## src/rtl/tcdm_bank_arbiter.sv

```systemverilog
// Round-robin arbiter merging NumInp request ports onto one TCDM bank adapter port.
// Responses come back in request order and are steered home through a port-index FIFO.

module tcdm_bank_arbiter_checker (
    input  logic clk_i,
    input  logic rst_ni,
    input  logic out_resp_valid_i,
    input  logic fifo_empty_i
);
    // An adapter response with nothing outstanding means the adapter broke ordering
    resp_without_req_a: assert property (@(posedge clk_i) disable iff (!rst_ni)
        !(out_resp_valid_i && fifo_empty_i))
        else $error("tcdm_bank_arbiter: adapter response with no outstanding request");
endmodule

module tcdm_bank_arbiter #(
    parameter int unsigned  NumInp         = 4,
    parameter int unsigned  AddrWidth      = 32,
    parameter int unsigned  DataWidth      = 32,
    parameter type          metadata_t     = logic,
    parameter int unsigned  MaxOutstanding = 4,
    localparam int unsigned BeWidth        = DataWidth / 8
) (
    input  logic                 clk_i,
    input  logic                 rst_ni,
    input  logic                 req_valid_i  [NumInp],
    output logic                 req_ready_o  [NumInp],
    input  logic [AddrWidth-1:0] req_addr_i   [NumInp],
    input  logic [3:0]           req_amo_i    [NumInp],
    input  logic                 req_write_i  [NumInp],
    input  logic [DataWidth-1:0] req_wdata_i  [NumInp],
    input  logic [BeWidth-1:0]   req_be_i     [NumInp],
    input  metadata_t            req_meta_i   [NumInp],
    output logic                 resp_valid_o [NumInp],
    input  logic                 resp_ready_i [NumInp],
    output logic [DataWidth-1:0] resp_rdata_o [NumInp],
    output metadata_t            resp_meta_o  [NumInp],
    output logic                 out_valid_o,
    input  logic                 out_ready_i,
    output logic [AddrWidth-1:0] out_addr_o,
    output logic [3:0]           out_amo_o,
    output logic                 out_write_o,
    output logic [DataWidth-1:0] out_wdata_o,
    output logic [BeWidth-1:0]   out_be_o,
    output metadata_t            out_meta_o,
    input  logic                 out_resp_valid_i,
    output logic                 out_resp_ready_o,
    input  logic [DataWidth-1:0] out_resp_rdata_i,
    input  metadata_t            out_resp_meta_i
);
    localparam int unsigned IdxW = $clog2(NumInp);
    localparam int unsigned PtrW = $clog2(MaxOutstanding);
    localparam int unsigned CntW = PtrW + 1;

    function automatic logic [IdxW-1:0] rr_idx(input logic [IdxW-1:0] base, input int unsigned off);
        int unsigned sum;
        sum = (32'(base) + off) % NumInp;
        return sum[IdxW-1:0];
    endfunction

    logic [IdxW-1:0] rr_r;
    logic            lock_r;
    logic [IdxW-1:0] lock_idx_r;
    logic [IdxW-1:0] fifo_mem_r [MaxOutstanding];
    logic [PtrW-1:0] wptr_r;
    logic [PtrW-1:0] rptr_r;
    logic [CntW-1:0] cnt_r;

    logic [IdxW-1:0] winner_s;
    logic            any_valid_s;
    logic            fifo_full_s;
    logic            fifo_empty_s;
    logic [IdxW-1:0] head_s;
    logic            out_valid_s;
    logic            push_s;
    logic            pop_s;

    // Winner selection: locked port, else first valid port at or after the pointer
    always_comb begin
        winner_s    = rr_r;
        any_valid_s = 1'b0;
        if (lock_r) begin
            winner_s    = lock_idx_r;
            any_valid_s = req_valid_i[lock_idx_r];
        end else begin
            // Walk from the farthest offset down so the nearest valid port is assigned last
            for (int unsigned k = 0; k < NumInp; k++) begin
                winner_s    = req_valid_i[rr_idx(rr_r, NumInp - 1 - k)] ?
                              rr_idx(rr_r, NumInp - 1 - k) : winner_s;
                any_valid_s = any_valid_s | req_valid_i[rr_idx(rr_r, NumInp - 1 - k)];
            end
        end
    end

    assign fifo_full_s  = (cnt_r == CntW'(MaxOutstanding));
    assign fifo_empty_s = (cnt_r == {CntW{1'b0}});
    assign head_s       = fifo_mem_r[rptr_r];
    assign out_valid_s  = rst_ni & any_valid_s & ~fifo_full_s;
    assign push_s       = out_valid_s & out_ready_i;
    assign pop_s        = out_resp_valid_i & out_resp_ready_o;

    assign out_valid_o  = out_valid_s;
    assign out_addr_o   = req_addr_i[winner_s];
    assign out_amo_o    = req_amo_i[winner_s];
    assign out_write_o  = req_write_i[winner_s];
    assign out_wdata_o  = req_wdata_i[winner_s];
    assign out_be_o     = req_be_i[winner_s];
    assign out_meta_o   = req_meta_i[winner_s];

    assign out_resp_ready_o = rst_ni & ~fifo_empty_s & resp_ready_i[head_s];

    // Per-port handshake steering; response payload is broadcast
    always_comb begin
        for (int i = 0; i < NumInp; i++) begin
            req_ready_o[i]  = rst_ni & any_valid_s & out_ready_i & ~fifo_full_s &
                              (winner_s == IdxW'(i));
            resp_valid_o[i] = rst_ni & out_resp_valid_i & ~fifo_empty_s &
                              (head_s == IdxW'(i));
            resp_rdata_o[i] = out_resp_rdata_i;
            resp_meta_o[i]  = out_resp_meta_i;
        end
    end

    // Round-robin pointer and stall lock keeping the out payload stable
    always_ff @(posedge clk_i) begin
        if (!rst_ni) begin
            rr_r       <= {IdxW{1'b0}};
            lock_r     <= 1'b0;
            lock_idx_r <= {IdxW{1'b0}};
        end else if (push_s) begin
            rr_r       <= rr_idx(winner_s, 1);
            lock_r     <= 1'b0;
        end else if (out_valid_s) begin
            lock_r     <= 1'b1;
            lock_idx_r <= winner_s;
        end
    end

    // Port-index FIFO pointers and occupancy
    always_ff @(posedge clk_i) begin
        if (!rst_ni) begin
            wptr_r <= {PtrW{1'b0}};
            rptr_r <= {PtrW{1'b0}};
            cnt_r  <= {CntW{1'b0}};
        end else begin
            if (push_s) begin
                wptr_r <= wptr_r + PtrW'(1);
            end
            if (pop_s) begin
                rptr_r <= rptr_r + PtrW'(1);
            end
            cnt_r <= cnt_r + CntW'(push_s) - CntW'(pop_s);
        end
    end

    // Port-index storage; contents are only read while the FIFO is non-empty
    always_ff @(posedge clk_i) begin
        if (push_s) begin
            fifo_mem_r[wptr_r] <= winner_s;
        end
    end

    tcdm_bank_arbiter_checker u_checker (
        .clk_i            (clk_i),
        .rst_ni           (rst_ni),
        .out_resp_valid_i (out_resp_valid_i),
        .fifo_empty_i     (fifo_empty_s)
    );
endmodule

```

## config.mk

```make
export PLATFORM = sky130hd
export DESIGN_NAME = tcdm_bank_arbiter
export DESIGN_NICKNAME = d
export VERILOG_FILES = /design/src/rtl/tcdm_bank_arbiter.sv
export SDC_FILE = /design/constraint.sdc
export NUM_CORES = 1
export LEC_CHECK = 0
export CAP_MARGIN = 30
export CELL_PAD_IN_SITES_DETAIL_PLACEMENT = 0
export CELL_PAD_IN_SITES_GLOBAL_PLACEMENT = 1
export CORE_AREA = 10 10 207 209
export CTS_BUF_LIST = sky130_fd_sc_hd__clkbuf_2
export DETAILED_ROUTE_END_ITERATION = 8
export DIE_AREA = 0 0 217 219
export PLACE_DENSITY = 0.64
export REMOVE_ABC_BUFFERS = 1
export SETUP_SLACK_MARGIN = 0.5
export SYNTH_ARGS = -nofsm -noshare
export SYNTH_HDL_FRONTEND = slang
export SYNTH_SLANG_ARGS = --single-unit
export TNS_END_PERCENT = 10
```

## constraint.sdc

```tcl
create_clock -name clk_i -period 3.34 [get_ports clk_i]
set_input_delay 0.668 -clock clk_i [delete_from_list [all_inputs] [get_ports clk_i]]
set_output_delay 0.668 -clock clk_i [all_outputs]
set_load 0.03 [all_outputs]
```

Yosys cells after proc, flatten, opt, wreduce, memory -nomap -nowiden

Memories as Yosys holds them, arrays and structs flattened. A register that Yosys moved wholly into a read port is not among the register bits.
Cells that the tools add are included.

Register bits after elaboration: 12
Bits in latches: 0
RAM bits: 8
Bits in read-only memories: 0
Input bits: 341
Output and inout port bits: 216
Word-level logic and storage cells: 112
Memories: 1

$add $sub $neg: 8
Multiply operators: 0
Divide/modulo/power cells: 0
$lt $le $gt $ge: 7
Equal/unequal tests: 7
Shift operators: 0
Mux-type cells: 46
Bitwise logic cells: 32
Reductions and logical operators: 5

Memories:

| name       | depth | width | rd ports | clocked after memory_dff | write ports | line | text |
|---|---|---|---|---|---|---|---|
| fifo_mem_r | 4     | 2     | 1        | 1                        | 1           | 64   | `logic [IdxW-1:0] fifo_mem_r [MaxOutstanding];` |

Operator list:

| operator                                                              | count |
|---|---|
| 32-bit binary-select mux with 2-bit select                            | 2 |
| 32-bit 2-to-1 mux                                                     | 4 |
| 3-bit >= comparator, second input constant                            | 7 |
| 2-bit inverter with 3-bit output                                      | 7 |
| 1-bit 2-to-1 mux                                                      | 19 |
| 1-bit bitwise AND                                                     | 18 |
| 1-bit binary-select mux with 2-bit select                             | 8 |
| 4-bit binary-select mux with 2-bit select                             | 2 |
| 4-bit 2-to-1 mux                                                      | 4 |
| 2-bit 2-to-1 mux                                                      | 7 |
| 2-bit by 1-bit adder with 2-bit output, second input constant         | 4 |
| 2-bit equality test, second input constant                            | 4 |
| 2-bit adder, second input constant                                    | 2 |
| 2-bit by 1-bit equality test with 1-bit output, second input constant | 2 |
| 2-bit zero test                                                       | 2 |
| 1-bit inverter                                                        | 4 |
| 3-bit by 1-bit adder with 3-bit output                                | 1 |
| 3-bit equality test, second input constant                            | 1 |
| 3-bit zero test                                                       | 1 |
| 1-bit bitwise OR                                                      | 3 |
| 3-bit by 1-bit subtractor with 3-bit output                           | 1 |
| 2-bit AND reduction                                                   | 1 |
| 2-bit OR reduction                                                    | 1 |

Logic depth before layout (Yosys ltp)

Gate-level depths: netlist (run 1).

Depth after elaboration: 14
Gate-level depth with buffers: 10
Gate-level depth less buffers: 8

Worst setup path after synthesis (run 1)

Ideal clock, no wire load.

Path kind: input port to output port
From: input req_valid_i[3] (netlist bit)
To: output out_wdata_o[4]
Data arrival time: 2,194 ps
Required time: 2,672 ps
Path slack: 478 ps
Cell stages on the path: 6
Path buffers: 2
Cell sequence: nor2b_2 o21ai_1 a41oi_2 buf_6 buf_6 mux4_2

Word-level cells in the longest chain between the ends: 12
Elaborated cells between the ends (all ways): 21
Classes of those cells: 20 x mux; 1 x bitwise

RTL lines:

| item                                                     | line | text |
|---|---|---|
| start, declared                                          | 26   | `input logic req_valid_i [NumInp],` |
| 1-bit binary-select mux with 2-bit select                | 88   | `winner_s = req_valid_i[rr_idx(rr_r, NumInp - 1 - k)] ?` |
| 1-bit 2-to-1 mux (implied by the code) (2 in series)     | 88   |  |
| 2-bit 2-to-1 mux (3 in series)                           | 88   |  |
| 2-bit 2-to-1 mux *                                       | 88   |  |
| 2-bit 2-to-1 mux *                                       | 82   | `if (lock_r) begin` |
| 2-bit inverter with 3-bit output (implied by the code) * | 106  | `assign out_wdata_o = req_wdata_i[winner_s];` |
| 32-bit binary-select mux with 2-bit select *             | 106  |  |
| 32-bit 2-to-1 mux (implied by the code) * (2 in series)  | 106  |  |
| end, declared                                            | 43   | `output logic [DataWidth-1:0] out_wdata_o,` |

Every way passes the cells marked *; elsewhere a longest branch is shown, timed or not. The select of a mux whose other input is x is not followed.

Worst setup path after layout (run 1)

From: input req_valid_i[3] (netlist bit)
To: output out_wdata_o[23]

Same word-level chain as after synthesis.

==> results of run 1 <==
## flip-flops by register name, indices dropped and copies added, names as in the netlist, named ones only
| register | cells |
|---|---|
| fifo_mem_r | 8 |
| cnt_r | 3 |
| lock_idx_r | 2 |
| rptr_r | 2 |
| rr_r | 2 |
| wptr_r | 2 |
| lock_r | 1 |
## area by class of cell
cell class,instances,area (um^2)
fillers,4233,30100
flip-flops and latches,22,530.5
clock buffers,4,20.02
repair buffers,468,4746
well taps,518,648.1
inverters,11,43.79
multi-input cells,163,2467
diodes,1,2.502
## worst max path at each step
stage	endpoint	slack, ps
final	out_wdata_o[23]	130
after global routing	out_wdata_o[23]	50
after floorplan	req_ready_o[0]	-3270
after CTS	out_wdata_o[16]	110
after detailed placement	out_wdata_o[1]	-590
after global placement	out_addr_o[6]	-590
## timing repair
item	4_1_cts	5_1_grt
setup endpoints to repair	84	84
gates resized for setup	165	47
pin swaps	7	3
gates cloned	6	0
setup buffers	21	14
## cells in the final DEF (no fill, tap or decap), drive strengths merged, types with 2 or more instances in the layout
master         Yosys  final
mux2i              7      7
edfxtp             8      8
xnor2              4      4
mux4              77     77
o21ai              2      2
nand2              5      5
buf              150    143
and3              10     10
and2               4      4
inv               10     10
nor2              15     15
nor3b              2      2
nor2b              4      4
clkbuf             1      6
a21oi              5      5
clkdlybuf4s50      0    307
bufbuf             0      4
dfxtp             14     14
clkdlybuf4s15      0      4
o21bai             2      2
ha                 9      9
nand3              2      2
a311oi             2      2
dlygate4sd2        0      8
## layer usage
metal  GRT usage  vias to the layer above
met4     0.01305                        8
met5     0.02914                        -
met3     0.08790                       25
met1      0.1340                     2074
li1            -                     1832
met2      0.2350                      395
## kinds of logic after synthesis
| family | Yosys count | share of synthesized area |
|---|---|---|
| buffers and inverters | 162 | 0.2896 |
| and+or+nand+nor | 47 | 0.06121 |
| DFF | 22 | 0.1286 |
| AOI/OAI and AO/OA | 18 | 0.03339 |
| xor gates and xnor gates | 4 | 0.008654 |
| muxes | 84 | 0.4457 |
| adders and majority gates | 10 | 0.03277 |
## power groups by stage
stage / sequential (W) / combinational, W / clock [W]
after floorplan: 0.000343 / 0.00150 / 0
after global placement: 0.000352 / 0.00276 / 0
after detailed placement: 0.000352 / 0.00275 / 0
after CTS: 0.000349 / 0.00312 / 0.000114
after global routing: 0.000356 / 0.00333 / 0.000127
final: 0.000350 / 0.00314 / 0.000108
## stage by stage
step	setup TNS (ps)	worst slack (ps)	utilization
2_1_floorplan	-244350	-3273	-
3_3_place_gp	-34040	-588.8	0.1999
3_5_place_dp	-33140	-587.5	0.1999
4_1_cts	0	110.6	0.2146
5_1_grt	0	49.79	0.2193
6_report	0	132.1	0.2194
## critical path, cell delays in order
cell and delay, ps:
buf_6 100, buf_6 110, buf_6 110, o211ai_1 170, nand3_1 150, a22o_4 270
buf_12 150, buf_8 140, buf_6 120, mux4_2 370, buf_6 180
==> flow_metrics.tcl, run 1 <==
set metrics [dict create \
    p_total_w 0.003601 \
    grt_max_degree 15 \
    pwr-share-comb 0.873 \
    timing.rr.end "cnt_r[2]" \
    maxCapViolations 0 \
    startpoint "req_valid_i[3]" \
    die_h_um 219 \
    grt_usage 0.1345 \
    rsz0062_at_grt "yes" \
    outcome "finished clean" \
    cts_hold_buf 0 \
    finalHoldViolCount 0 \
    routabilityCongestion 0.8187 \
    drive_above_1_share 0.3877 \
    antenna_found_initial 7 \
    worst_slew_pin_slew_ps 320.4 \
    relSlewSlack 0.7857 \
    synth-main-ff-cell "dfxtp_1" \
    async_flop_share 0 \
    cellPowerDensity_nw_per_um2 425.8 \
    die_w_um 217 \
    route.detailed.drc 0 \
    fin_area_um2 8458 \
    drt_iter0_drc 151 \
    synth_common_cells "buf_4 (142), mux4_2 (77), nor2_1 (15), dfxtp_1 (14)" \
    min_period_ps 3208 \
    start_util 0.1050 \
    drt-met1-wl_mm 11.25 \
    timing.fmax_mhz 311.7 \
    wl_met3_mm 5.273 \
    clock_power_share 0.030 \
    grt_pass1_vias 5009 \
    avgSynthCellArea_um2 11.66 \
    coreArea_um2 38560 \
    synth_cell_types 39 \
    via_count 4334 \
    portBuffers 391 \
    clkSinkCount 22 \
    clock_path_buffers 2 \
    row_count 72 \
    min_to "rptr_r[1]" \
    cp_data_required_time_ps 2670 \
    seq_area_frac_synth 0.1286 \
    switching_share 0.4358 \
    placed_area_um2 7706 \
    synth_top_area_frac 0.4284 \
    rr_worst_depth 8 \
    syn-cell-area_um2 4048 \
    clk_latency_ps 320 \
    critPathKind "in -> out" \
    hold_ws_ps 469.9 \
    place_inst 1141 \
    slew_violations 0 \
    drt-pass1-iter-count 4 \
    yosysMostFrequentCell "buf_4" \
    hold_class "reg -> reg" \
    ant_nets 0 \
    ir_drop_mv 0.1816 \
    fin_crit_sh 0.9604 \
    whs_path_depth 1 \
    synth_edf_count 8 \
    io-pin-count 557 \
    synth_cells 347 \
    wl_per_cell_um 28.46 \
    root_buffer "clkbuf_2" \
    worst_hold_startpoint "rptr_r[1]" \
    grt_pass1_wl_mm 44.35 \
    p_int_w 0.002032 \
    vias_per_cell 3.651 \
    reg2reg_setup_slack_ps 890 \
    p_seq_frac 0.097 \
    clkTransAtPathRegs_ps 190 \
    htreeDepth 1 \
    arrival_ps 2540 \
    grt_overflow 0 \
    area_growth_pct 109.0 \
    cts_tree "yes" \
    dp_hpwl_mm 30.18 \
    die_area_um2 47520 \
    worstPathMaxFanout 8 \
    wl_met2_mm 16.77 \
    synth-seq-cells 22 \
    top_layer_used "met5" \
    cp-end-kind "primary output" \
    nNetsFinal 1020 \
    switching_power_w 0.001569 \
    yosysWarnings 0 \
    layout.cells.non_filler 1187 \
    synth_area_leaders "mux4_2 (43%), buf_4 (26%), dfxtp_1 (6.9%)" \
    drt_wl_total_mm 33.78 \
    startpoint_type "primary input" \
    yosys.area.top_type "mux4_2" \
    final-setup-viol-count 0 \
    skew_ps 16.48 \
    numCtsBuffers 3 \
    leakagePower_nw 3.217 \
]
(Power assumes the default switching activity.)
==> run 2: changes to the inputs <==
CAP_MARGIN = default   (was 30)
CORE_AREA = 2 2 217 219   (was 10 10 207 209)
DIE_AREA = 0 0 219 221   (was 0 0 217 219)
PLACE_DENSITY = 0.56   (was 0.64)
==> flow_metrics.tcl, run 2 (synthesis results as in run 1) <==
set metrics [dict create \
    vias_per_cell 3.505 \
    io-pin-count 557 \
    final-setup-viol-count 0 \
    clock_power_share 0.052 \
    pre_cts_slack_ps -641.4 \
    timing.fmax_mhz 318.3 \
    critPathKind "in -> out" \
    clk_latency_ps 330 \
    start_util 0.08787 \
    die_area_um2 48400 \
    htreeDepth 1 \
    placed_area_um2 7777 \
    area_growth_pct 111.5 \
    grt_pass1_vias 5021 \
    reg2reg_setup_slack_ps 310 \
    min_to "rptr_r[1]" \
    whs_path_depth 1 \
    grt_pass1_wl_mm 39.79 \
    cp-end-kind "primary output" \
    drive_above_1_share 0.3895 \
    worst_hold_startpoint "rptr_r[1]" \
    skew_ps 8.572 \
    final_common_cell "clkdlybuf4s50_1" \
    grt_max_degree 20 \
    layout_common_cells "clkdlybuf4s50_1 (305), mux4_2 (77), buf_6 (47)" \
    cp_data_required_time_ps 2670 \
    setup_ws_ps 198.2 \
    cts_hold_buf 0 \
    p_int_w 0.002028 \
    drt-pass1-iter-count 4 \
    rsz0062_at_grt "yes" \
    coreArea_um2 46060 \
    pwr-share-comb 0.849 \
    row_count 79 \
    finalHoldViolCount 0 \
    maxCapViolations 0 \
    route.detailed.drc 0 \
    cts_tree "yes" \
    rr_worst_depth 25 \
    clkTransAtPathRegs_ps 210 \
    startpoint_type "primary input" \
    relSlewSlack 0.7568 \
    nNetsFinal 1017 \
    switching_power_w 0.001506 \
    wl_per_cell_um 22.98 \
    fin_crit_sh 0.9407 \
    largest_register_ffs 8 \
    via_count 4462 \
    reg_top3 "fifo_mem_r: 8 flops, cnt_r: 3 flops" \
    die_w_um 219 \
    worst_r2r_startpoint "rr_r[1]" \
    portBuffers 391 \
    dp_hpwl_mm 23.90 \
    grt_usage 0.1162 \
    fin_area_um2 8559 \
    clkSinkCount 22 \
    drt_iter0_drc 152 \
    leakagePower_nw 3.238 \
    hold_class "reg -> reg" \
    antenna_found_initial 2 \
    slew_violations 0 \
    ant_nets 0 \
    min_period_ps 3142 \
    cellPowerDensity_nw_per_um2 412.9 \
    p_seq_frac 0.099 \
    grt_overflow 0 \
    switching_share 0.4262 \
    ir_drop_mv 0.1532 \
    numCtsBuffers 3 \
    timing.rr.end "lock_idx_r[1]" \
    worstPathMaxFanout 7 \
    outcome "finished clean" \
    worst_slew_pin_slew_ps 363.6 \
    clock_path_buffers 2 \
    drt_wl_total_mm 29.26 \
    root_buffer "clkbuf_2" \
    die_h_um 221 \
    routabilityCongestion 0.9009 \
    largest_register "fifo_mem_r" \
    arrival_ps 2470 \
]
-- run 2: cell count changes in the layout (fill, tap and decap cells not counted), moves of 3 or more --
cell	delta
buf_4	-38
buf_2	+25
buf_6	+12
dlygate4sd2_1	-6
clkbuf_2	-3
clkdlybuf4s15_2	+3
-- run 2: area by class of cell --
class / count / area (um^2)
clock buffers: 3 / 15.01
diodes: 1 / 2.502
fillers: 5113 / 37500
well taps: 607 / 759.5
repair buffers: 465 / 4742
flip-flops and latches: 22 / 529.3
clock inverters: 1 / 30.03
inverters: 11 / 41.29
multi-input cells: 163 / 2440
-- run 2: power groups by stage --
stage,sequential (W),combinational (W),clock [W]
after floorplan,0.000343,0.00150,0
after detailed placement,0.000353,0.00265,0
after global placement,0.000352,0.00265,0
final,0.000349,0.00300,0.000185
after global routing,0.000355,0.00318,0.000203
after CTS,0.000348,0.00303,0.000191
-- run 2: through the flow --
stage          hold WS (ps)  utilization  std cells  total power (W)  TNS (ps)
6_report              483.6       0.1858       1273         0.003534         0
5_1_grt               514.5       0.1858       1272         0.003735         0
4_1_cts               478.6       0.1829       1270         0.003569         0
3_5_place_dp          453.6       0.1688       1219         0.003001    -37550
3_3_place_gp          444.9       0.1688       1219         0.003000    -38740
2_1_floorplan         426.6            -        196         0.001842   -244350
-- run 2: routing by layer --
metal,share of wire,track usage,up-vias
met5,0.0033,0.02525,-
met4,0.0043,0.004141,6
met3,0.16,0.08412,20
met2,0.45,0.1829,394
met1,0.38,0.1318,2213
li1,-,-,1829
-- run 2: worst max path at each step --
stage,startpoint,end,slack (ps),cells past startpoint
2_1_floorplan,req_valid_i[2],req_ready_o[0],-3270,6
3_3_place_gp,req_valid_i[2],out_amo_o[2],-660,7
3_5_place_dp,req_valid_i[3],out_amo_o[1],-640,7
4_1_cts,req_valid_i[0],out_be_o[1],190,9
5_1_grt,req_valid_i[3],out_addr_o[3],100,11
6_report,req_valid_i[3],out_addr_o[3],200,11
-- run 2: worst max-delay path, cell delays in order --
cell	delay, ps
buf_8	100
buf_6	120
nand2b_4	60
a21oi_2	50
a311oi_1	220
buf_4	170
a22o_4	210
buf_6	150
bufbuf_16	260
mux4_2	300
buf_6	160
-- run 2: repair_timing --
action | 4_1_cts | 5_1_grt
gates resized for setup | 290 | 32
buffers inserted | 38 | 2
setup endpoints to repair | 84 | 85
cloned | 9 | 0
pin swaps | 8 | 5
==> run 3: changes to the inputs <==
GPL_ROUTABILITY_DRIVEN = 0   (was default)
==> results of run 3 <==
No change in the layout: final DEF, timing and power equal those of run 2.
